## config.mk

```make
export PLATFORM = sky130hd
export DESIGN_NAME = matrix_input_collector
export DESIGN_NICKNAME = d
export VERILOG_FILES = /design/src/rtl/matrix_input_collector.sv
export SDC_FILE = /design/constraint.sdc
export NUM_CORES = 1
export LEC_CHECK = 0
export ABC_AREA = 1
export CORE_MARGIN = 2
export CORE_UTILIZATION = 31
export DETAILED_ROUTE_END_ITERATION = 16
export GPL_ROUTABILITY_DRIVEN = 1
export PLACE_DENSITY_LB_ADDON = 0.12
export RECOVER_POWER = 25
export REMOVE_ABC_BUFFERS = 1
export SYNTH_ARGS = -nofsm -noshare
export SYNTH_HDL_FRONTEND = slang
export SYNTH_SLANG_ARGS = --single-unit
```

## constraint.sdc

```tcl
create_clock -name clk -period 2.9 [get_ports clk]
set_clock_uncertainty 0.15 [all_clocks]
set_input_delay 0.58 -clock clk [delete_from_list [all_inputs] [get_ports clk]]
set_output_delay 0.58 -clock clk [all_outputs]
set_load 0.05 [all_outputs]
```

## src/rtl/matrix_input_collector.sv

```systemverilog
// matrix_input_collector: validates the parser element stream and commits it row-major into a round-robin matrix slot
module matrix_input_collector #(
  parameter int MAX_DIM  = 5,
  parameter int ELEM_MAX = 9,
  parameter int SLOTS    = 4,
  parameter int SLOT_W   = 2,
  parameter int ADDR_W   = 7
) (
  input  logic              clk,
  input  logic              rst_n,
  input  logic              start,
  input  logic              abort,
  input  logic [2:0]        dim_m,
  input  logic [2:0]        dim_n,
  input  logic [7:0]        elem_data,
  input  logic              write_en,
  input  logic              data_ready,
  output logic              mem_we,
  output logic [ADDR_W-1:0] mem_addr,
  output logic [7:0]        mem_wdata,
  output logic              hdr_we,
  output logic [SLOT_W-1:0] hdr_slot,
  output logic [2:0]        hdr_m,
  output logic [2:0]        hdr_n,
  output logic              busy,
  output logic              done,
  output logic              err,
  output logic              err_dim,
  output logic              err_val
);
  typedef enum logic [2:0] {IDLE, COLLECT, FILL, HDR, DONE, ERR} state_t;
  localparam logic [2:0]        DMAX = 3'(MAX_DIM);
  localparam logic [7:0]        EMAX = 8'(ELEM_MAX);
  localparam logic [ADDR_W-1:0] AREA = ADDR_W'(MAX_DIM * MAX_DIM);
  localparam logic [SLOT_W-1:0] LAST = SLOT_W'(SLOTS - 1);

  state_t            state_q, state_d;
  logic [SLOT_W-1:0] wr_ptr_q, wr_ptr_d, cur_slot_q, cur_slot_d, hdr_slot_q, hdr_slot_d;
  logic [5:0]        idx_q, idx_d, total_q, total_d;
  logic [2:0]        m_q, m_d, n_q, n_d, hdr_m_q, hdr_m_d, hdr_n_q, hdr_n_d;
  logic              dims_lat_q, dims_lat_d, mem_we_q, mem_we_d, hdr_we_q, hdr_we_d;
  logic              busy_q, busy_d, done_q, done_d, err_q, err_d;
  logic              err_dim_q, err_dim_d, err_val_q, err_val_d;
  logic [ADDR_W-1:0] mem_addr_q, mem_addr_d, slot_base;
  logic [7:0]        mem_wdata_q, mem_wdata_d;
  logic              dim_bad;

  assign slot_base = ADDR_W'(cur_slot_q) * AREA;
  assign dim_bad   = dim_m == 3'd0 || dim_n == 3'd0 || dim_m > DMAX || dim_n > DMAX;

  always_comb begin
    state_d     = state_q;
    wr_ptr_d    = wr_ptr_q;
    cur_slot_d  = cur_slot_q;
    idx_d       = idx_q;
    total_d     = total_q;
    m_d         = m_q;
    n_d         = n_q;
    dims_lat_d  = dims_lat_q;
    err_dim_d   = err_dim_q;
    err_val_d   = err_val_q;
    mem_addr_d  = mem_addr_q;
    mem_wdata_d = mem_wdata_q;
    hdr_slot_d  = hdr_slot_q;
    hdr_m_d     = hdr_m_q;
    hdr_n_d     = hdr_n_q;
    mem_we_d    = 1'b0;
    hdr_we_d    = 1'b0;
    done_d      = 1'b0;
    err_d       = 1'b0;
    case (state_q)
      IDLE: if (start) begin
        state_d    = COLLECT;
        idx_d      = 6'd0;
        dims_lat_d = 1'b0;
        err_dim_d  = 1'b0;
        err_val_d  = 1'b0;
        cur_slot_d = wr_ptr_q;
      end
      COLLECT: begin
        // dims are captured on the first event so that event already sees them
        if (!dims_lat_q && (write_en || data_ready)) begin
          dims_lat_d = 1'b1;
          m_d        = dim_m;
          n_d        = dim_n;
          total_d    = 6'(dim_m) * 6'(dim_n);
          err_dim_d  = dim_bad;
        end
        if (write_en) begin
          if (elem_data > EMAX) err_val_d = 1'b1;
          else if (!err_dim_d && idx_q < total_d) begin
            mem_we_d    = 1'b1;
            mem_addr_d  = slot_base + ADDR_W'(idx_q);
            mem_wdata_d = elem_data;
            idx_d       = idx_q + 6'd1;
          end
        end
        if (data_ready)
          state_d = (err_dim_d || err_val_d) ? ERR : (idx_d < total_d) ? FILL : HDR;
      end
      FILL: begin
        mem_we_d    = 1'b1;
        mem_addr_d  = slot_base + ADDR_W'(idx_q);
        mem_wdata_d = 8'd0;
        idx_d       = idx_q + 6'd1;
        state_d     = (idx_q == total_q - 6'd1) ? HDR : FILL;
      end
      HDR: begin
        hdr_we_d   = 1'b1;
        hdr_slot_d = cur_slot_q;
        hdr_m_d    = m_q;
        hdr_n_d    = n_q;
        wr_ptr_d   = (wr_ptr_q == LAST) ? '0 : wr_ptr_q + 1'b1;
        state_d    = DONE;
      end
      DONE: begin
        done_d  = 1'b1;
        state_d = IDLE;
      end
      ERR: begin
        err_d   = 1'b1;
        state_d = IDLE;
      end
      default: state_d = IDLE;
    endcase
    if (abort) begin
      state_d   = IDLE;
      mem_we_d  = 1'b0;
      hdr_we_d  = 1'b0;
      done_d    = 1'b0;
      err_d     = 1'b0;
      wr_ptr_d  = wr_ptr_q;
      err_dim_d = err_dim_q;
      err_val_d = err_val_q;
    end
    busy_d = state_d != IDLE;
  end

  always_ff @(posedge clk or negedge rst_n) begin
    if (!rst_n) begin
      state_q     <= IDLE;
      wr_ptr_q    <= '0;
      cur_slot_q  <= '0;
      idx_q       <= '0;
      total_q     <= '0;
      m_q         <= '0;
      n_q         <= '0;
      dims_lat_q  <= 1'b0;
      err_dim_q   <= 1'b0;
      err_val_q   <= 1'b0;
      mem_we_q    <= 1'b0;
      mem_addr_q  <= '0;
      mem_wdata_q <= '0;
      hdr_we_q    <= 1'b0;
      hdr_slot_q  <= '0;
      hdr_m_q     <= '0;
      hdr_n_q     <= '0;
      busy_q      <= 1'b0;
      done_q      <= 1'b0;
      err_q       <= 1'b0;
    end else begin
      state_q     <= state_d;
      wr_ptr_q    <= wr_ptr_d;
      cur_slot_q  <= cur_slot_d;
      idx_q       <= idx_d;
      total_q     <= total_d;
      m_q         <= m_d;
      n_q         <= n_d;
      dims_lat_q  <= dims_lat_d;
      err_dim_q   <= err_dim_d;
      err_val_q   <= err_val_d;
      mem_we_q    <= mem_we_d;
      mem_addr_q  <= mem_addr_d;
      mem_wdata_q <= mem_wdata_d;
      hdr_we_q    <= hdr_we_d;
      hdr_slot_q  <= hdr_slot_d;
      hdr_m_q     <= hdr_m_d;
      hdr_n_q     <= hdr_n_d;
      busy_q      <= busy_d;
      done_q      <= done_d;
      err_q       <= err_d;
    end
  end

  assign mem_we    = mem_we_q;
  assign mem_addr  = mem_addr_q;
  assign mem_wdata = mem_wdata_q;
  assign hdr_we    = hdr_we_q;
  assign hdr_slot  = hdr_slot_q;
  assign hdr_m     = hdr_m_q;
  assign hdr_n     = hdr_n_q;
  assign busy      = busy_q;
  assign done      = done_q;
  assign err       = err_q;
  assign err_dim   = err_dim_q;
  assign err_val   = err_val_q;
endmodule
```

==> metrics.txt, run 1 <==
status=finished, violations left; via count=slightly above 3000; WP data required=approximately 3.0 ns; DR WL/cell=about 13 µm; setup slack, reg-to-reg=-0.07 ns; syn avg cell area=around 8.0 µm²; synth unique cells=37; first-pass GRT wire length=around 14000 µm; fin. max-slew vios=29; Initial Util=roughly a third; CTS sink cnt=56; fin crit share=127%; diode count=0; R2R Path Start=dims_lat_q$_DFFE_PN0P_; Vias/cell=approximately 4.5; fmax=272 MHz; worst-case reg-to-reg path depth=23; Starting DRT DRC Count=between 80 and 90; Yosys reg bits=56; sequential area share after synthesis=a little over 40%; die height=108 µm; cell leakage power=~0.0023 µW; YS warnings=0; fin cells=664; core area=approximately 11000 µm²; DPL Wire Length=about 6300 µm; routability congestion estimate=0.836; RSZ-0062 raised after global routing=yes; peak supply drop=0.000277 V; largest net degree at the start of global routing=30; H-tree depth reported by CTS=2; TritonCTS Buffers=5; antenna violations before repair=0; num rows=38; worst skew pair latency=0.33 ns; R2R Path End=busy$_DFF_PN0_; Slew @ Worst Pin=between 1.5 and 2 ns; final setup fails=24; overall routing resource usage=approximately 15%; CTS tree=yes; CTS Root Cell=clkbuf_8; post-route ant nets=0; placed cells=around 650; Worst EP arrival=~3.8 ns; Bufs on Longest Clock Path=2; Max-slew headroom=-0.668%; Final WS setup=-0.775 ns; vias in the first global route=about 2900; CP Launch Point=dim_n[1]; CP Max Fanout=5; Max Cap Viol=1; hold_ws=between 0.3 and 0.4 ns; final critical-path required period=around 3.7 ns; # IOs=50; Hold Crit Class=register to register; Routed WL=between 8000 and 9000 µm; fillcell total=around 1100; global route total overflow=0; pwr dens=roughly 630 nW/µm²; violated checks=capacitance limit, slew limit, setup timing; number of remaining DRC errors=0; CP Capture Point=busy$_DFF_PN0_; synthesized area=~3400 µm²; Die Span X=108 µm; Synth Instances=between 400 and 500; crit end category=register; clock-pin slew on the worst setup and hold paths=approximately 0.12 ns; layout cells sized above 1=roughly a quarter; I/O Buffers=a little under 50; Initial DRT Pass Iterations=4; NumNets Final=approximately 570; crit start category=primary input; post-layout util=44.9%; total die area=between 10000 and 15000 µm²; Hold Buf Count CTS=0; Final Hold Vio Count=0; Area growth, synth to finish=42.9%; critical path type=primary input to register
==> Yosys cell counts <==
master	count	area share, %
dfrtp_1	56	42
a21oi_2	1	0.26
mux2_2	3	1.0
nand2_2	6	1.1
o211ai_2	1	0.37
a21o_1	1	0.22
o21ai_0	37	5.5
o21ai_2	2	0.52
buf_4	1	0.22
nand2_4	1	0.33
a31oi_1	2	0.37
buf_6	2	0.67
nor4_1	2	0.37
nand3_1	22	3.3
a21oi_1	15	2.2
a221oi_1	1	0.26
a21boi_0	1	0.22
o21ai_4	1	0.48
or2_2	1	0.19
nor2_2	1	0.19
ha_1	22	8.2
xnor2_1	6	1.6
xor2_1	9	2.3
o211ai_1	4	0.89
nand3_2	1	0.30
fa_1	4	2.4
nor2_1	30	3.3
nand2_1	102	11
inv_2	1	0.11
nand4_1	1	0.19
o221ai_1	1	0.26
and2_1	1	0.19
o31ai_1	1	0.22
inv_1	74	8.2
clkbuf_1	4	0.44
buf_2	1	0.15
nor3_1	4	0.59
==> stage by stage <==
stage | worst slack [ns] | area [µm²] | power, µW | TNS, ns
after floorplan | -1.15 | 3320 | 1960 | -15.34
after global placement | -1.79 | 4330 | 2460 | -32.67
after detailed placement | -1.87 | 4330 | 2480 | -33.46
after CTS | -0.838 | 4500 | 2980 | -12.78
after global routing | -0.953 | 4820 | 3270 | -12.93
final | -0.775 | 4820 | 3040 | -9.77
==> worst min-delay path by stage <==
stage,depth (start not counted),end,slack (ns),startpoint
3_3_place_gp,2,hdr_slot[0]$_DFFE_PN0N_,0.31,hdr_slot[0]$_DFFE_PN0N_
4_1_cts,1,hdr_slot[1]$_DFFE_PN0N_,0.14,rst_n
6_report,2,hdr_slot[0]$_DFFE_PN0N_,0.34,hdr_slot[0]$_DFFE_PN0N_
3_5_place_dp,2,hdr_slot[0]$_DFFE_PN0N_,0.31,hdr_slot[0]$_DFFE_PN0N_
2_1_floorplan,0,busy$_DFF_PN0_,0.13,rst_n
5_1_grt,2,hdr_slot[1]$_DFFE_PN0N_,0.38,hdr_slot[1]$_DFFE_PN0N_
==> cell families (layout without fill, tap and decap cells) <==
logic type	after synthesis	count (layout)	synth area share [%]
compound gates	68	68	11.8
xor+xnor	15	15	3.89
fa+ha+maj	26	26	10.5
buf+inv	83	183	9.83
flops	56	56	41.5
mux	3	3	1.00
simple gates	172	173	21.4
==> flip-flops by register name, summed over array words and instances, names as in the netlist, 2 cells and up <==
name and count:
n_q 3, mem_addr 7, mem_wdata 8, state_q 3
wr_ptr_q 2, cur_slot_q 2, hdr_m 3, hdr_slot 2
idx_q 6, m_q 3, hdr_n 3, total_q 6
==> cell type report <==
type | instances | area (µm²) | area share, %
Multi-Input combinational cell | 285 | 1920 | 39.8
Sequential cell | 56 | 1400 | 29.1
Timing Repair Buffer | 100 | 948 | 19.7
Inverter | 75 | 282 | 5.84
Tap cell | 140 | 175 | 3.63
Clock buffer | 5 | 68.8 | 1.43
Clock inverter | 3 | 27.5 | 0.571
==> where the power goes <==
part,switching (µW),internal (µW),total (µW)
registers,121,964,1080
logic,882,597,1480
clock network,298,179,476
==> per-layer routing <==
layer / global-route usage, % / routed length [µm] / vias to the layer above
met5: 0 / 0 / -
met4: 4.49 / 147 / 0
met3: 2.89 / 295 / 11
met2: 26.0 / 4140 / 55
met1: 19.2 / 3910 / 1419
li1: - / - / 1536
==> worst max-delay path, cell delays in order <==
cell     delay (ns)
buf_8          0.08
nand2_4        0.04
fa_1           0.48
inv_2          0.08
ha_4           0.13
inv_2          0.03
fa_1           0.47
nand2_1        0.06
o21ai_2        0.08
ha_4           0.23
nand2_1        0.05
inv_1          0.03
nand2_1        0.04
nand2_1        0.05
nand2_2        0.12
nand2_4        0.13
o21ai_4        0.22
ha_4           0.23
a21oi_2        0.13
nand2_1        0.06
inv_1          0.05
nand2_1        0.05
nand2_1        0.05
nand2_1        0.04
nand2_1        0.05
nand2_1        0.04
nand2_1        0.07
nand2_1        0.05
==> repair_timing <==
action,4_1_cts,5_1_grt
setup endpoints to repair,24,24
gates cloned,2,0
buffers inserted,2,5
gates resized for setup,47,75
pin swaps,20,22
==> layout by cell type (no fill, tap or decap), drive strengths merged, types with 2 or more instances in the layout <==
| master | n |
|---|---|
| nand2 | 110 |
| fa | 4 |
| a31oi | 2 |
| nor4 | 2 |
| o21ai | 40 |
| dfrtp | 56 |
| nor2 | 31 |
| nor3 | 4 |
| a21oi | 16 |
| o211ai | 5 |
| mux2 | 3 |
| xnor2 | 6 |
| xor2 | 9 |
| buf | 56 |
| clkbuf | 7 |
| clkdlybuf4s50 | 42 |
| nand3 | 23 |
| inv | 76 |
| ha | 22 |
(Power assumes the default switching activity.)
==> run 2: changes to the inputs <==
--- a/config.mk
+++ b/config.mk
@@ -13,6 +13,7 @@
 export PLACE_DENSITY_LB_ADDON = 0.12
 export RECOVER_POWER = 25
 export REMOVE_ABC_BUFFERS = 1
+export SKIP_CTS_REPAIR_TIMING = 1
 export SYNTH_ARGS = -nofsm -noshare
 export SYNTH_HDL_FRONTEND = slang
 export SYNTH_SLANG_ARGS = --single-unit
==> constraint.sdc (replaced) <==
create_clock -name clk -period 3.23 [get_ports clk]
set_clock_uncertainty 0.15 [all_clocks]
set_input_delay 0.646 -clock clk [delete_from_list [all_inputs] [get_ports clk]]
set_output_delay 0.646 -clock clk [all_outputs]
set_load 0.05 [all_outputs]
==> metrics.txt, run 2 (same netlist as run 1, synthesis figures left out) <==
Clk pwr share=15.1% (was 15.7%); Final WS setup=-0.661 ns (was -0.775 ns); final critical-path required period=between 3 and 4 ns; setup slack, reg-to-reg=0.27 ns (was -0.07 ns); Max Cap Viol=1 (unchanged); num rows=38 (unchanged); number of remaining DRC errors=0 (unchanged); fmax=approximately 260 MHz; setup TNS=-7.77 ns (was -9.77 ns); largest net degree at the start of global routing=30 (unchanged); Routed WL=8340 µm (was 8490 µm); antenna violations before repair=0 (unchanged); DR WL met3=281 µm (was 295 µm); total die area=11700 µm² (unchanged); fin. max-slew vios=29 (unchanged); critical-path cell with the highest stage delay=fa_1 (unchanged); commonest non-fill, non-tap cell in the layout=nand2_1 (unchanged); Worst EP arrival=3.96 ns (was 3.76 ns); met1 WL=3860 µm (was 3910 µm); cell area after layout=4680 µm² (was 4820 µm²); highest-count cells in the layout ignoring fill and taps=95 x nand2_1, 73 x inv_1, 56 x dfrtp_1 (was 94 x nand2_1, 72 x inv_1, 56 x dfrtp_1); Vias/cell=4.48 (was 4.55); dpl ws=-1.58 ns (was -1.87 ns); final setup fails=22 (was 24); Slew @ Worst Pin=1.56 ns (was 1.51 ns); crit start category=primary input (unchanged); H-tree depth reported by CTS=2 (unchanged); Die Span X=108 µm (unchanged); metal2 WL=4040 µm (was 4140 µm); Sw Ratio=42.5% (was 42.8%); CTS sink cnt=56 (unchanged); hold path endpoint=hdr_slot[0]$_DFFE_PN0N_ (unchanged); cell leakage power=0.00229 µW (was 0.00234 µW); fin crit share=120%; max reg flops=8 (unchanged); Sw Pwr=1130 µW (was 1300 µW); register area=1400 µm² (unchanged); internal cell power=1530 µW (was 1740 µW); critical path type=primary input to register (unchanged); # IOs=50 (unchanged); Seq pwr share=37.0% (was 35.7%); first-pass GRT wire length=13200 µm (was 13900 µm); peak supply drop=0.000310 V (was 0.000277 V); DR WL/cell=12.6 µm (was 12.8 µm); via count=2960 (was 3021); violated checks=capacitance limit, slew limit, setup timing (unchanged); fillcell total=1117 (was 1114); worst skew pair latency=0.32 ns (was 0.33 ns); Max-slew headroom=-4.28% (was -0.668%); WP data required=3.30 ns (was 2.98 ns); CP Max Fanout=5 (unchanged); post-route ant nets=0 (unchanged); hold depth=2 (unchanged); Hold Crit Start=hdr_slot[0]$_DFFE_PN0N_ (unchanged); Max Used Layer=met4 (unchanged); Bufs on Longest Clock Path=2 (unchanged); die height=108 µm (unchanged); R2R Path End=busy$_DFF_PN0_ (unchanged); Area growth, synth to finish=38.6% (was 42.9%); area of the multi-input gates=1860 µm² (was 1920 µm²); I/O Buffers=49 (unchanged); Comb pwr share=47.9% (was 48.6%); crit end category=register (unchanged); Final Hold Vio Count=0 (unchanged); diode count=0 (unchanged); overall routing resource usage=14.5% (was 15.1%); routability congestion estimate=0.830 (was 0.836); Starting DRT DRC Count=83 (was 87); Initial DRT Pass Iterations=4 (unchanged); CTS Root Cell=clkbuf_8 (unchanged); CP dominant cell by count=nand2_1 (unchanged); post-layout util=43.5% (was 44.9%); NumNets Final=565 (was 569); TritonCTS Buffers=5 (unchanged); clock-pin slew on the worst setup and hold paths=0.10 ns (was 0.12 ns); RSZ-0062 raised after global routing=yes (unchanged); worst-case reg-to-reg path depth=24 (was 23); slowest stage delay, CP=0.46 ns (was 0.48 ns); DPL Wire Length=6130 µm (was 6300 µm); Hold Crit Class=register to register (unchanged); Initial Util=31.4% (unchanged); core area=10700 µm² (unchanged); layout cells sized above 1=22.3% (was 24.2%); global route total overflow=0 (unchanged); vias in the first global route=2765 (was 2875); pwr dens=568 nW/µm² (was 631 nW/µm²); CTS tree=yes (unchanged); status=finished, violations left (unchanged); R2R Path Start=dims_lat_q$_DFFE_PN0P_ (unchanged); placed cell areas=4300 µm² (was 4330 µm²)
==> run 2: worst max-delay path by stage <==
stage / endpoint / start
after floorplan: busy$_DFF_PN0_ / dim_n[2]
after CTS: state_q[0]$_DFF_PN0_ / dim_m[0]
final: busy$_DFF_PN0_ / dim_m[0]
after global placement: busy$_DFF_PN0_ / dim_m[0]
after global routing: busy$_DFF_PN0_ / dim_m[0]
after detailed placement: busy$_DFF_PN0_ / dim_m[0]
==> run 2: power groups by stage <==
stage	clock [µW]	sequential, µW	combinational, µW
floorplan	0	1270	488
finish	402	982	1270
global placement	0	987	1210
global route	455	1010	1400
CTS	420	973	1220
detailed placement	0	988	1210
==> run 2: layer usage <==
layer / GRT usage, % / up-vias
met1: 18.6 / 1377
met5: 0 / -
met2: 24.4 / 48
met3: 2.83 / 10
met4: 4.67 / 0
li1: - / 1525
==> run 2: worst max-delay path: cells and delay by family <==
kind            cells  cell delay [ns]
fa+ha+maj           5             1.71
buf+inv             4             0.22
simple gates       18             1.25
compound gates      2             0.11
==> run 2: final cells by class <==
type,instances,area share (%)
clock buffer,7,1.63
clock inverter,1,0.187
inverter,75,6.02
multi-input combinational,285,39.7
sequential,56,30.0
tap,140,3.75
timing repair buffer,96,18.8
==> run 2: metrics by stage <==
stage               instances  hold slack (ns)  total power [µW]
floorplan                 415            0.200              1760
global placement          644            0.310              2190
detailed placement        644            0.323              2200
CTS                       652            0.218              2610
global route              660            0.377              2870
finish                    660            0.340              2660
